`src/rtl/radar_sim_defs.sv`:
```
// Shared radar-simulator definitions.
// Holds the ARP FSM state encodings, the nominal ARP period and tolerance
// (shared with the ARP generator so both ends agree) and a small saturating
// increment helper for 16-bit error counters.
package radar_sim_defs;

  // ARP receiver FSM states
  localparam logic [1:0] SEARCH  = 2'd0;
  localparam logic [1:0] MEASURE = 2'd1;
  localparam logic [1:0] TRACK   = 2'd2;

  // One antenna rotation: 12 s at 100 MHz, +/- 1 %
  localparam int unsigned ARP_NOMINAL_PERIOD = 32'd1200000000;
  localparam int unsigned ARP_TOL            = 32'd12000000;

  function automatic logic [15:0] sat_inc16(input logic [15:0] v);
    return (v == 16'hFFFF) ? v : v + 16'd1;
  endfunction

endpackage

```
`src/rtl/arp_debounce.sv`:
```
// Synchroniser + debounce filter for a slow asynchronous pulse input.
// Ports:
//   clk   in   system clock
//   rst   in   synchronous active-high reset
//   din   in   asynchronous input
//   level out  filtered level
//   rise  out  one-cycle strobe, registered alongside the 0->1 level change
// The filtered level flips only after DEBOUNCE consecutive synchronised
// samples differ from it; any sample equal to the level restarts the count.
module arp_debounce #(
  parameter int unsigned DEBOUNCE = 16
) (
  input  logic clk,
  input  logic rst,
  input  logic din,
  output logic level,
  output logic rise
);

  localparam int unsigned DW = $clog2(DEBOUNCE + 1);

  logic          sync1;
  logic          sync2;
  logic [DW-1:0] dcnt;

  always_ff @(posedge clk) begin
    if (rst) begin
      sync1 <= 1'b0;
      sync2 <= 1'b0;
      dcnt  <= '0;
      level <= 1'b0;
      rise  <= 1'b0;
    end else begin
      sync1 <= din;
      sync2 <= sync1;
      rise  <= 1'b0;
      if (sync2 == level) begin
        dcnt <= '0;
      end else if (dcnt == DW'(DEBOUNCE - 1)) begin
        // This is the DEBOUNCE-th differing sample: commit the new level.
        level <= sync2;
        rise  <= sync2;
        dcnt  <= '0;
      end else begin
        dcnt <= dcnt + DW'(1);
      end
    end
  end

endmodule

```
`src/rtl/arp_receiver.sv`:
```
// Receive end of the radar azimuth reference pulse (ARP) link.
// Debounces RADAR_ARP, emits one ARP_PULSE per rotation, measures the
// rotation period, qualifies it against an inclusive tolerance window,
// declares lock after LOCK_COUNT consecutive good periods and flags loss
// of ARP with a timeout strobe.
// Ports:
//   IN_CLK            in   100 MHz system clock
//   RST               in   synchronous active-high reset
//   RADAR_ARP         in   asynchronous ARP input
//   ARP_PULSE         out  one-cycle strobe per filtered rising edge
//   ARP_PERIOD        out  last measured period (cycles)
//   ARP_PERIOD_VALID  out  one-cycle strobe when ARP_PERIOD updates
//   ARP_LOCKED        out  high while tracking
//   ARP_TIMEOUT       out  one-cycle strobe on loss of ARP
//   ARP_ERR_CNT       out  saturating error count
module arp_receiver
  import radar_sim_defs::*;
#(
  parameter int unsigned CNT_W          = 32,
  parameter int unsigned NOMINAL_PERIOD = ARP_NOMINAL_PERIOD,
  parameter int unsigned TOL            = ARP_TOL,
  parameter int unsigned DEBOUNCE       = 16,
  parameter int unsigned LOCK_COUNT     = 2
) (
  input  logic             IN_CLK,
  input  logic             RST,
  input  logic             RADAR_ARP,
  output logic             ARP_PULSE,
  output logic [CNT_W-1:0] ARP_PERIOD,
  output logic             ARP_PERIOD_VALID,
  output logic             ARP_LOCKED,
  output logic             ARP_TIMEOUT,
  output logic [15:0]      ARP_ERR_CNT
);

  localparam logic [CNT_W-1:0] WIN_MIN    = CNT_W'(NOMINAL_PERIOD - TOL);
  localparam logic [CNT_W-1:0] WIN_MAX    = CNT_W'(NOMINAL_PERIOD + TOL);
  localparam logic [CNT_W-1:0] TIMEOUT_AT = CNT_W'(NOMINAL_PERIOD + TOL + 1);
  localparam int unsigned      GW         = $clog2(LOCK_COUNT + 1);
  localparam logic [GW-1:0]    GOOD_LAST  = GW'(LOCK_COUNT - 1);

  logic             arp_rise;
  logic             arp_level_unused;
  logic [CNT_W-1:0] cnt;
  logic [1:0]       state;
  logic [GW-1:0]    good_cnt;
  logic             in_win;

  arp_debounce #(
    .DEBOUNCE (DEBOUNCE)
  ) u_debounce (
    .clk   (IN_CLK),
    .rst   (RST),
    .din   (RADAR_ARP),
    .level (arp_level_unused),
    .rise  (arp_rise)
  );

  always_comb begin
    in_win = (cnt >= WIN_MIN) && (cnt <= WIN_MAX);
  end

  always_ff @(posedge IN_CLK) begin
    if (RST) begin
      ARP_PULSE        <= 1'b0;
      ARP_PERIOD       <= '0;
      ARP_PERIOD_VALID <= 1'b0;
      ARP_LOCKED       <= 1'b0;
      ARP_TIMEOUT      <= 1'b0;
      ARP_ERR_CNT      <= '0;
      cnt              <= '0;
      state            <= SEARCH;
      good_cnt         <= '0;
    end else begin
      ARP_PULSE        <= arp_rise;
      ARP_PERIOD_VALID <= 1'b0;
      ARP_TIMEOUT      <= 1'b0;

      // Loading 1 on the edge makes cnt equal the edge-to-edge distance
      // when sampled at the following edge.
      if (arp_rise) begin
        cnt <= CNT_W'(1);
      end else if (cnt != '1) begin
        cnt <= cnt + CNT_W'(1);
      end

      case (state)
        SEARCH: begin
          if (arp_rise) begin
            state <= MEASURE;
          end
        end
        MEASURE, TRACK: begin
          // Edge takes priority over timeout: an edge at TIMEOUT_AT is
          // simply an out-of-window period.
          if (arp_rise) begin
            ARP_PERIOD       <= cnt;
            ARP_PERIOD_VALID <= 1'b1;
            if (in_win) begin
              if (state == MEASURE) begin
                good_cnt <= good_cnt + GW'(1);
                if (good_cnt >= GOOD_LAST) begin
                  state      <= TRACK;
                  ARP_LOCKED <= 1'b1;
                end
              end
            end else begin
              ARP_ERR_CNT <= sat_inc16(ARP_ERR_CNT);
              ARP_LOCKED  <= 1'b0;
              good_cnt    <= '0;
              state       <= MEASURE;
            end
          end else if (cnt == TIMEOUT_AT) begin
            ARP_TIMEOUT <= 1'b1;
            ARP_ERR_CNT <= sat_inc16(ARP_ERR_CNT);
            ARP_LOCKED  <= 1'b0;
            good_cnt    <= '0;
            state       <= SEARCH;
          end
        end
        default: begin
          state <= SEARCH;
        end
      endcase
    end
  end

endmodule

```
`config.mk`:
```
export PLATFORM = sky130hd
export DESIGN_NAME = arp_receiver
export DESIGN_NICKNAME = d
export VERILOG_FILES = /design/src/rtl/radar_sim_defs.sv /design/src/rtl/arp_debounce.sv /design/src/rtl/arp_receiver.sv
export SDC_FILE = /design/constraint.sdc
export NUM_CORES = 1
export LEC_CHECK = 0
export CAP_MARGIN = 5
export CELL_PAD_IN_SITES_DETAIL_PLACEMENT = 0
export CELL_PAD_IN_SITES_GLOBAL_PLACEMENT = 2
export CORE_MARGIN = 2
export CORE_UTILIZATION = 35
export DETAILED_ROUTE_END_ITERATION = 6
export PLACE_DENSITY = 0.87
export SLEW_MARGIN = 10
export SYNTH_ARGS = -nofsm -noshare
export SYNTH_HDL_FRONTEND = slang
export SYNTH_SLANG_ARGS = --single-unit
```
`constraint.sdc`:
```
create_clock -name IN_CLK -period 3.81 [get_ports IN_CLK]
set_input_delay 0.381 -clock IN_CLK [delete_from_list [all_inputs] [get_ports IN_CLK]]
set_output_delay 0.381 -clock IN_CLK [all_outputs]
set_load 0.01 [all_outputs]
```
==> reports/summary.md <==
## Synth
- 8.270 sq um — syn_area_per_cell
- 0 — Syn. warnings
- sky130_fd_sc_hd__dfxtp_1 — most frequently used flop master after synthesis
- 97 — number of synthesized register bits
- 0 — number of flops mapped to enable cells by yosys
- sky130_fd_sc_hd__dfxtp_1, sky130_fd_sc_hd__nand2_1, sky130_fd_sc_hd__a21oi_1 — Synth area leaders
- 0.004300 sq mm — Post-Synthesis Cell Area
- 0% — asr flop ratio synth
- 520 — instance count of the mapped netlist
- 533 — synthesized net count
- sky130_fd_sc_hd__dfxtp_1 — most area-hungry cell type in the Yosys netlist
- 45.16% — area share of the largest cell type after synthesis
- 49 — unique cell type count in the Yosys netlist
- 45.16% — sequential-to-total area share from yosys stat

## Setup path
- flop — crit path launch type
- 3.19 ns — Critical Path AT
- flop to flop — kind of critical path
- 4.09 ns — required time reported for the critical path endpoint
- flop — category of the worst setup path capture point
- 22 — critical path fanouts, max
- 0.90 ns — FF-to-FF setup slack

## STA
- 49.68% — worst slew slack as a fraction of its limit
- 0.009719 ns — final setup skew
- 0 — max-slew violation count
- 0 — total setup violations reported at the end of the flow
- 76.45% — share of the clock period used by the worst path
- 2.913 ns — min cycle time layout
- 0.7479 ns — slew of the pin with the lowest slew margin
- 343.3 MHz — Fmax achieved
- no — setup repair after global routing missed its margin
- 0 — final hold violation count
- 0 ns — total negative setup slack

## Die
- 114.8 microns — y dimension of the die
- 35.80% — effective utilization at floorplan
- 114.8 microns — die width
- 40 — number of placement rows
- 0.01319 sq mm — Total Die Area
- 0.01201 sq mm — core outline area
- 55 — top-level I/O count

## Pwr
- 1.771 nW — leakage power total
- 0.1734 mV — Worst VDD drop
- 49.1% — relative contribution of the clock network to total power
- 22.06% — switching share of power
- 49.4% — share of power burned in registers
- 1.613 mW — cell-internal power
- 392.9 mW/mm^2 — pwr dens
- 1.5% — relative contribution of combinational cells to total power
- 456.8 uW — net switching power

## Placed design
- 0.004937 sq mm — placed instance area
- 54 — Port Buf Inserts
- 698 — number of instances in the placed design
- 0.7722 — GPL Wtd Cong
- 7344 microns — final HPWL from detailed placement

## CTS
- 0.36 ns — worst-skew pair later-pin latency
- built — clock tree from TritonCTS
- 0 — post-cts gate resize count
- 3 — deepest level of the CTS H-tree
- sky130_fd_sc_hd__clkbuf_16 — root buffer cell
- 0 — hold bufs inserted after CTS
- 0.07 ns — clock transition time at the flip-flop clock pins of the worst setup and hold paths
- 97 — sink count of the clock tree
- 9 — number of CTS-inserted buffers
- 2 — CTS Buffer Depth
- 0 — Post-CTS Repair Setup Buffers

## Routing
- 192 — 1st-iter DRT viols
- 6 — length of the first detailed-routing pass in iterations
- 10490 microns — final WL
- 0 — Routed Antenna Nets
- 3710 — Via Count
- 0 — DR DRC count
- 5.196 — vias per cell
- 14.69 microns — WL/cell

## Layout
- 5.291% — fraction of layout cells with a size suffix above 1
- 714 — Non-Filler Instances
- 1236 — fill count
- 0 — antenna cells
- sky130_fd_sc_hd__dfxtp_1 — commonest non-fill, non-tap cell in the layout
- sky130_fd_sc_hd__dfxtp_1, sky130_fd_sc_hd__nand2_1, sky130_fd_sc_hd__nor2_1 — commonest non-fill, non-tap cells in the layout
- 0.005269 sq mm — design area
- 22.52% — synthesis-to-finish area growth
- 575 — Final Net Count

## Run
- 0 — max cap viols

## Global route
- 17560 microns — wire length of the first global-routing pass
- 16.75% — All-Layer GR Usage
- 3597 — via count of the first global-routing pass
- 0 — number of antenna violations at the first check in global routing
- 65 — largest net degree at the start of global routing
- 0 — residual overflow from global routing

## Hold path
- flop to flop — worst min-delay path class

## Run status
- completed — result of the run

cell families (layout without fill, tap and decap cells):
logic type / Yosys count / after routing / synth area share (%)
AOI/OAI and AO/OA: 81 / 81 / 10.65
buffers and inverters: 41 / 88 / 3.811
adders and majority gates: 10 / 10 / 2.910
muxes: 4 / 4 / 0.9892
and+or+nand+nor: 252 / 252 / 29.36
xor gates and xnor gates: 35 / 35 / 7.128
DFF: 97 / 97 / 45.16
cell type report:
type | instances | area [sq um] | area share, %
repair buffers | 57 | 558.0 | 10.59
flip-flops and latches | 97 | 1942 | 36.86
multi-input cells | 382 | 2197 | 41.70
well taps | 147 | 183.9 | 3.491
clock inverters | 7 | 106.4 | 2.019
inverters | 15 | 56.30 | 1.069
clock buffers | 9 | 225.2 | 4.275
worst paths after layout:
path | from | to | cells past startpoint
min reg2reg | u_debounce.sync1 | u_debounce.sync2 | 1
max | cnt[30] | ARP_ERR_CNT[9] | 7
max reg2reg | cnt[30] | ARP_ERR_CNT[9] | 7
min | u_debounce.sync1 | u_debounce.sync2 | 1
power by group through the flow:
stage | Sequential (mW) | Clock (mW) | Combinational, mW
CTS | 1.02 | 1.04 | 0.0317
detailed placement | 1.05 | 0 | 0.0316
finish | 1.02 | 1.02 | 0.0314
floorplan | 1.04 | 0 | 0.0245
global route | 1.02 | 1.08 | 0.0356
global placement | 1.05 | 0 | 0.0309
worst max-delay path: stages (launching register included):
cell	delay, ns
sky130_fd_sc_hd__dfxtp_1	0.47
sky130_fd_sc_hd__or4b_4	0.53
sky130_fd_sc_hd__nor4_4	0.29
sky130_fd_sc_hd__o211ai_1	0.15
sky130_fd_sc_hd__a22o_1	0.32
sky130_fd_sc_hd__a21o_1	0.39
sky130_fd_sc_hd__or4_1	0.55
sky130_fd_sc_hd__a21oi_1	0.15
flip-flops by register name (all words and copies together), names as in the netlist:
signal            flops
ARP_PERIOD           32
cnt                  32
ARP_ERR_CNT          16
u_debounce.dcnt       5
good_cnt              2
state                 2
ARP_LOCKED            1
ARP_PERIOD_VALID      1
ARP_PULSE             1
ARP_TIMEOUT           1
u_debounce.level      1
u_debounce.rise       1
u_debounce.sync1      1
u_debounce.sync2      1
synth_stat cells (all sizes together) (5+ instances only):
library cell   n
dfxtp         97
nand2         87
nor2          59
a21oi         51
nand3         23
clkbuf        22
xor2          19
xnor2         16
inv           15
o21ai         12
and3          11
and4          10
ha            10
or4           10
nand4          9
or3            9
nor2b          7
nor3           5
nor4           5
metrics by stage:
stage,hold WS (ns),power [mW],utilization [%],setup WS [ns]
2_1_floorplan,0.4138,1.068,-,1.252
3_3_place_gp,0.4291,1.076,41.10,1.036
3_5_place_dp,0.4324,1.077,41.10,0.9317
4_1_cts,0.4564,2.097,43.86,0.9143
5_1_grt,0.4729,2.139,43.86,0.6010
6_report,0.4477,2.070,43.86,0.8972
routing by layer:
layer / global-route usage [%] / vias up / wire length [microns] / part of all wire, %
met3: 2.794 / 13 / 299 / 2.9
met5: 0 / - / 0 / 0
met1: 21.32 / 1757 / 4969 / 47
met2: 27.73 / 59 / 5003 / 48
li1: - / 1881 / - / -
met4: 7.871 / 0 / 217 / 2.1
Power figures use the tool's default switching activity.
